**config.mk**
```make
export PLATFORM = sky130hd
export DESIGN_NAME = gpsdo_loop_sequencer
export DESIGN_NICKNAME = d
export VERILOG_FILES = /design/src/rtl/gpsdo_loop_sequencer.sv
export SDC_FILE = /design/constraint.sdc
export NUM_CORES = 1
export LEC_CHECK = 0
export CAP_MARGIN = 5
export CORE_ASPECT_RATIO = 0.9
export CORE_MARGIN = 4
export CORE_UTILIZATION = 58
export CTS_CLUSTER_DIAMETER = 50
export DETAILED_ROUTE_END_ITERATION = 8
export GPL_TIMING_DRIVEN = 0
export PLACE_DENSITY = 0.92
export RECOVER_POWER = 100
export SLEW_MARGIN = 30
export SYNTH_ARGS = -nofsm -noshare
export SYNTH_HDL_FRONTEND = slang
export SYNTH_SLANG_ARGS = --single-unit
```
**constraint.sdc**
```tcl
create_clock -name CLK_SYS -period 5.92 [get_ports CLK_SYS]
set_clock_uncertainty 0.2 [all_clocks]
set_input_delay 0.592 -clock CLK_SYS [delete_from_list [all_inputs] [get_ports CLK_SYS]]
set_output_delay 0.592 -clock CLK_SYS [all_outputs]
set_load 0.01 [all_outputs]
```
**src/rtl/gpsdo_loop_sequencer.sv**
```systemverilog
// gpsdo_loop_sequencer: acquisition/lock sequencer for the GPSDO discipline loop.
// Walks align/settle/coarse/fine/locked on each PPS phase sample, with holdover on missing PPS.
module gpsdo_loop_sequencer #(
  parameter int COARSE_TH   = 100,
  parameter int FINE_TH     = 10,
  parameter int LOCK_TH     = 1,
  parameter int LOCK_CNT    = 16,
  parameter int UNLOCK_CNT  = 4,
  parameter int SETTLE_CNT  = 2,
  parameter int TIMEOUT_CYC = 12_000_000
) (
  input  logic               CLK_SYS,
  input  logic               CLK_RST,
  input  logic               Measure_Done,
  input  logic signed [24:0] Phase_Err,
  output logic               Err_Valid,
  output logic [1:0]         Gain_Sel,
  output logic               Loop_Hold,
  output logic               DIV_RST,
  output logic               Led_Lock,
  output logic               Holdover,
  output logic [2:0]         Loop_State
);
  typedef enum logic [2:0] {
    S_IDLE, S_ALIGN, S_SETTLE, S_COARSE, S_FINE, S_LOCKED, S_HOLDOVER
  } state_t;

  localparam logic [23:0] L_CTH = 24'(COARSE_TH);
  localparam logic [23:0] L_FTH = 24'(FINE_TH);
  localparam logic [23:0] L_LTH = 24'(LOCK_TH);
  localparam logic [23:0] L_TMO = 24'(TIMEOUT_CYC);
  localparam logic [7:0]  L_LCNT = 8'(LOCK_CNT);
  localparam logic [7:0]  L_UCNT = 8'(UNLOCK_CNT);
  localparam logic [7:0]  L_SCNT = 8'(SETTLE_CNT);

  state_t      r_state, w_next;
  logic [7:0]  r_settle, r_good, r_bad, w_settle, w_good, w_bad;
  logic [23:0] r_tmo, w_abs;
  logic [1:0]  r_gain;
  logic        r_ev, r_hold, r_div, r_led, r_hov;
  logic        w_big, w_fine, w_lock, w_expire, w_ev, w_loop;

  // the most negative error has no positive twin in 24 bits, so it saturates
  assign w_abs = Phase_Err[24] ? ((Phase_Err[23:0] == 24'd0) ? 24'hFFFFFF : 24'(-Phase_Err))
                               : Phase_Err[23:0];
  assign w_big  = w_abs > L_CTH;
  assign w_fine = w_abs <= L_FTH;
  assign w_lock = w_abs <= L_LTH;
  // a sample arriving on the expiry cycle takes priority over holdover
  assign w_expire = !Measure_Done && (r_tmo == L_TMO - 24'd1) &&
                    r_state != S_IDLE && r_state != S_HOLDOVER;
  assign w_loop = r_state == S_COARSE || r_state == S_FINE || r_state == S_LOCKED;

  always_comb begin
    w_next   = r_state;
    w_settle = r_settle;
    w_good   = r_good;
    w_bad    = r_bad;
    if (Measure_Done)
      case (r_state)
        S_IDLE: w_next = S_ALIGN;
        S_SETTLE: begin
          w_settle = r_settle + 8'd1;
          w_next   = (w_settle == L_SCNT) ? S_COARSE : S_SETTLE;
        end
        S_COARSE: begin
          w_good = '0;
          w_next = w_big ? S_ALIGN : w_fine ? S_FINE : S_COARSE;
        end
        S_FINE: begin
          w_good = w_lock ? r_good + 8'd1 : '0;
          w_bad  = '0;
          w_next = w_big ? S_ALIGN : !w_fine ? S_COARSE : (w_good == L_LCNT) ? S_LOCKED : S_FINE;
        end
        S_LOCKED: begin
          w_bad  = w_lock ? '0 : r_bad + 8'd1;
          w_good = '0;
          w_next = w_big ? S_ALIGN : (w_bad == L_UCNT) ? S_FINE : S_LOCKED;
        end
        S_HOLDOVER: begin
          w_good = '0;
          w_next = w_fine ? S_FINE : S_ALIGN;
        end
        default: ;
      endcase
    if (r_state == S_ALIGN) begin
      w_next   = S_SETTLE;
      w_settle = '0;
    end
    if (w_expire) w_next = S_HOLDOVER;
    w_ev = Measure_Done && w_loop && w_next != S_ALIGN;
  end

  always_ff @(posedge CLK_SYS) begin
    if (!CLK_RST) begin
      r_state  <= S_IDLE;
      r_settle <= '0;
      r_good   <= '0;
      r_bad    <= '0;
      r_tmo    <= '0;
      r_gain   <= 2'd0;
      r_ev     <= 1'b0;
      r_hold   <= 1'b1;
      r_div    <= 1'b0;
      r_led    <= 1'b0;
      r_hov    <= 1'b0;
    end else begin
      r_state  <= w_next;
      r_settle <= w_settle;
      r_good   <= w_good;
      r_bad    <= w_bad;
      r_tmo    <= (Measure_Done || r_state == S_IDLE) ? '0 : (r_tmo == L_TMO) ? r_tmo : r_tmo + 24'd1;
      r_gain   <= (w_next == S_FINE) ? 2'd1 : (w_next == S_LOCKED) ? 2'd2 :
                  (w_next == S_HOLDOVER) ? r_gain : 2'd0;
      r_ev     <= w_ev;
      r_hold   <= !(w_next == S_COARSE || w_next == S_FINE || w_next == S_LOCKED);
      r_div    <= w_next == S_ALIGN;
      r_led    <= w_next == S_LOCKED;
      r_hov    <= w_next == S_HOLDOVER;
    end
  end

  assign Err_Valid  = r_ev;
  assign Gain_Sel   = r_gain;
  assign Loop_Hold  = r_hold;
  assign DIV_RST    = r_div;
  assign Led_Lock   = r_led;
  assign Holdover   = r_hov;
  assign Loop_State = r_state;
endmodule

```
==> impl_metrics.tcl <==
set metrics [dict create \
    clk_pin_slew_worst_paths_ns 0.06 \
    multi_input_area_um2 2650 \
    nFillCells 526 \
    synthMuxAreaShare 0.0124 \
    cts_buffers 9 \
    synth.distinct_cells 80 \
    die_area_um2 8340 \
    synth-simple-area-share 0.355 \
    min_path_type "flop to flop" \
    clkLatencyLatePin_ns 0.35 \
    reg2reg_slack_ns 3.13 \
    slew_headroom 0.0991 \
    setup_violations 0 \
    r2r-end "DIV_RST$_SDFF_PN0_" \
    core.rowCount 28 \
    drive_gt1_frac 0.0701 \
    core_area_um2 6660 \
    min_to "r_tmo[17]$_SDFFE_PP0P_" \
    slew_violations 0 \
    cp_data_arrival_time_ns 5.25 \
    critPathLaunchType "input pin" \
    ir_drop_uv 186 \
    yosysMostFrequentCell "nor2_1" \
    status "finished clean" \
    dominantRegCellSynth "dfxtp_1" \
    power.leakage_uw 0.00161 \
    ys_top_cells_by_count "nor2_1, dfxtp_1, nand2_1" \
    min-delay-start "r_tmo[17]$_SDFFE_PP0P_" \
    yosysWarnings 0 \
    synth_xor_area_frac 0.0783 \
    cts_resized 0 \
    clockBufferDepth 2 \
    cts_hold_buf 0 \
    rsz0062_at_grt "false" \
    drt_first_pass_iters 6 \
    io_pins 38 \
    first_iter_violations 439 \
    routed_wl_um 10400 \
    diodes 0 \
    end_kind "flop" \
    grt_usage 0.262 \
    die_w_um 95.8 \
    pre_cts_ws_ns 0.816 \
    worstMarginPinSlew_ns 1.33 \
    synth_area_um2 4030 \
    syn_area_per_cell_um2 7.70 \
    syn_nets 558 \
    fp.dieH_um 87.0 \
    wl_per_cell_um 15.8 \
    syn_inst 523 \
    initial_core_util 0.605 \
    yosysTopAreaCellShare 0.288 \
    dp_hpwl_um 7340 \
    finalNetCount 602 \
    portBuffers 33 \
    synth_edf_count 0 \
    grt_pass1_wl_um 17600 \
    yosysTopAreaCell "dfxtp_1" \
    post-cts-setup-buffers 0 \
    maxCapViolCount 0 \
    fmax_mhz 193 \
    drc 0 \
    grt_overflow 0 \
    cp_max_fo 10 \
    power_density_nw_per_um2 195 \
    worst-r2r-cell-count 10 \
    cts_tree "built" \
    grt_max_degree 11 \
    synth_compound_area_frac 0.194 \
    worstReg2RegStart "r_settle[0]$_SDFFE_PP0P_" \
    yosysSeqAreaShare 0.288 \
    synthAdderAreaFrac 0.0218 \
    cts.sinks 58 \
    place_congestion 0.932 \
    critical_path_class "input pin to flop" \
    cp.required_ns 5.99 \
    finalWorstSetupSlack_ns 0.744 \
    grt_antenna_before_repair 0 \
    antenna_left 0 \
    synth_top_family_by_area "simple AND/OR/NAND/NOR gates" \
    synth_seq_cells 58 \
    synth_area_leaders "dfxtp_1, nor2_1, nand2_1" \
    htree_levels 3 \
    timing.final.crit_share 0.874 \
    first_global_vias 3926 \
    whs_path_depth 2 \
    vias 4165 \
    syn_to_final_growth_pct 15.6 \
    synthArstFlopShare 0 \
    regArea_um2 1160 \
    final_hold_viol_count 0 \
    period_needed_ns 5.18 \
    cts_root_buf "clkbuf_8" \
    via_per_inst 6.30 \
    whs_ns 0.303 \
    setup_tns_ns 0 \
]
[worst max-delay path, cell delays in order]
cell and delay [ns]:
dlygate4sd3_1 0.64, inv_1 0.11, ha_1 0.31, or4b_1 0.58
or4_1 0.59, nor2_1 0.28, mux2i_1 0.22, a222oi_1 0.12
or3_1 0.39, clkbuf_1 0.23, or4_1 0.62, or3b_1 0.40
a21boi_0 0.15
[routing by layer]
metal,vias to the layer above,track usage,wire length [µm]
met5,-,0,0
met4,0,0.0853,175
met3,29,0.0787,771
met2,169,0.432,5100
met1,1956,0.326,4380
li1,2011,-,-
[power breakdown]
| part | internal [µW] | switching [µW] | total, µW |
|---|---|---|---|
| Sequential | 394 | 4.73 | 399 |
| Clock | 226 | 155 | 381 |
| Combinational | 52.5 | 73.7 | 126 |
| Total | 673 | 234 | 906 |
[logic make-up after synthesis]
group | count (synthesis)
AOI/OAI and AO/OA | 110
adders and majority gates | 7
buffers and inverters | 42
and+or+nand+nor | 265
muxes | 5
xor gates and xnor gates | 36
DFF | 58
[worst max path at each step]
| stage | startpoint | depth (start not counted) | end | slack [ns] |
|---|---|---|---|---|
| 5_1_grt | Phase_Err[1] | 13 | r_good[3]$_SDFFE_PN0P_ | 0.47 |
| 3_3_place_gp | Phase_Err[1] | 13 | r_good[2]$_SDFFE_PN0P_ | 0.89 |
| 3_5_place_dp | Phase_Err[1] | 13 | r_good[5]$_SDFFE_PN0P_ | 0.82 |
| 6_report | Phase_Err[1] | 13 | r_good[3]$_SDFFE_PN0P_ | 0.74 |
| 4_1_cts | Phase_Err[1] | 13 | r_good[2]$_SDFFE_PN0P_ | 1.19 |
| 2_1_floorplan | Phase_Err[0] | 13 | r_good[2]$_SDFFE_PN0P_ | 1.57 |
[per-stage QoR]
step | utilization | cell area [µm²] | total power [µW] | std cells
global route | 0.699 | 4650 | 940 | 661
floorplan | - | 4030 | 482 | 523
finish | 0.699 | 4650 | 906 | 661
global placement | 0.671 | 4470 | 528 | 646
detailed placement | 0.671 | 4470 | 532 | 646
CTS | 0.702 | 4670 | 908 | 661
[area by class of cell]
type	instances	area share
inverter	18	0.0145
clock inverter	2	0.00753
buffer	24	0.0269
clock buffer	13	0.0363
timing repair buffer	33	0.0710
sequential	58	0.250
multi-input combinational	423	0.570
tap	90	0.0242
[layout by cell type, fill, tap and decap left out, types with 18 or more instances in the layout]
| master | instances |
|---|---|
| and3_1 | 18 |
| clkdlybuf4s50_1 | 21 |
| dfxtp_1 | 58 |
| nand2_1 | 47 |
| nand3_1 | 34 |
| nor2_1 | 62 |
| nor3_1 | 20 |
| o21ai_0 | 22 |
| xor2_1 | 20 |
[registers in the layout (all words and copies together) (netlist names)]
name	count
DIV_RST	1
r_good	8
r_tmo	24
Holdover	1
r_bad	8
r_settle	8
Loop_State	3
Loop_Hold	1
Err_Valid	1
Gain_Sel	2
Led_Lock	1
Note: power is estimated with default switching activity, not from simulation.
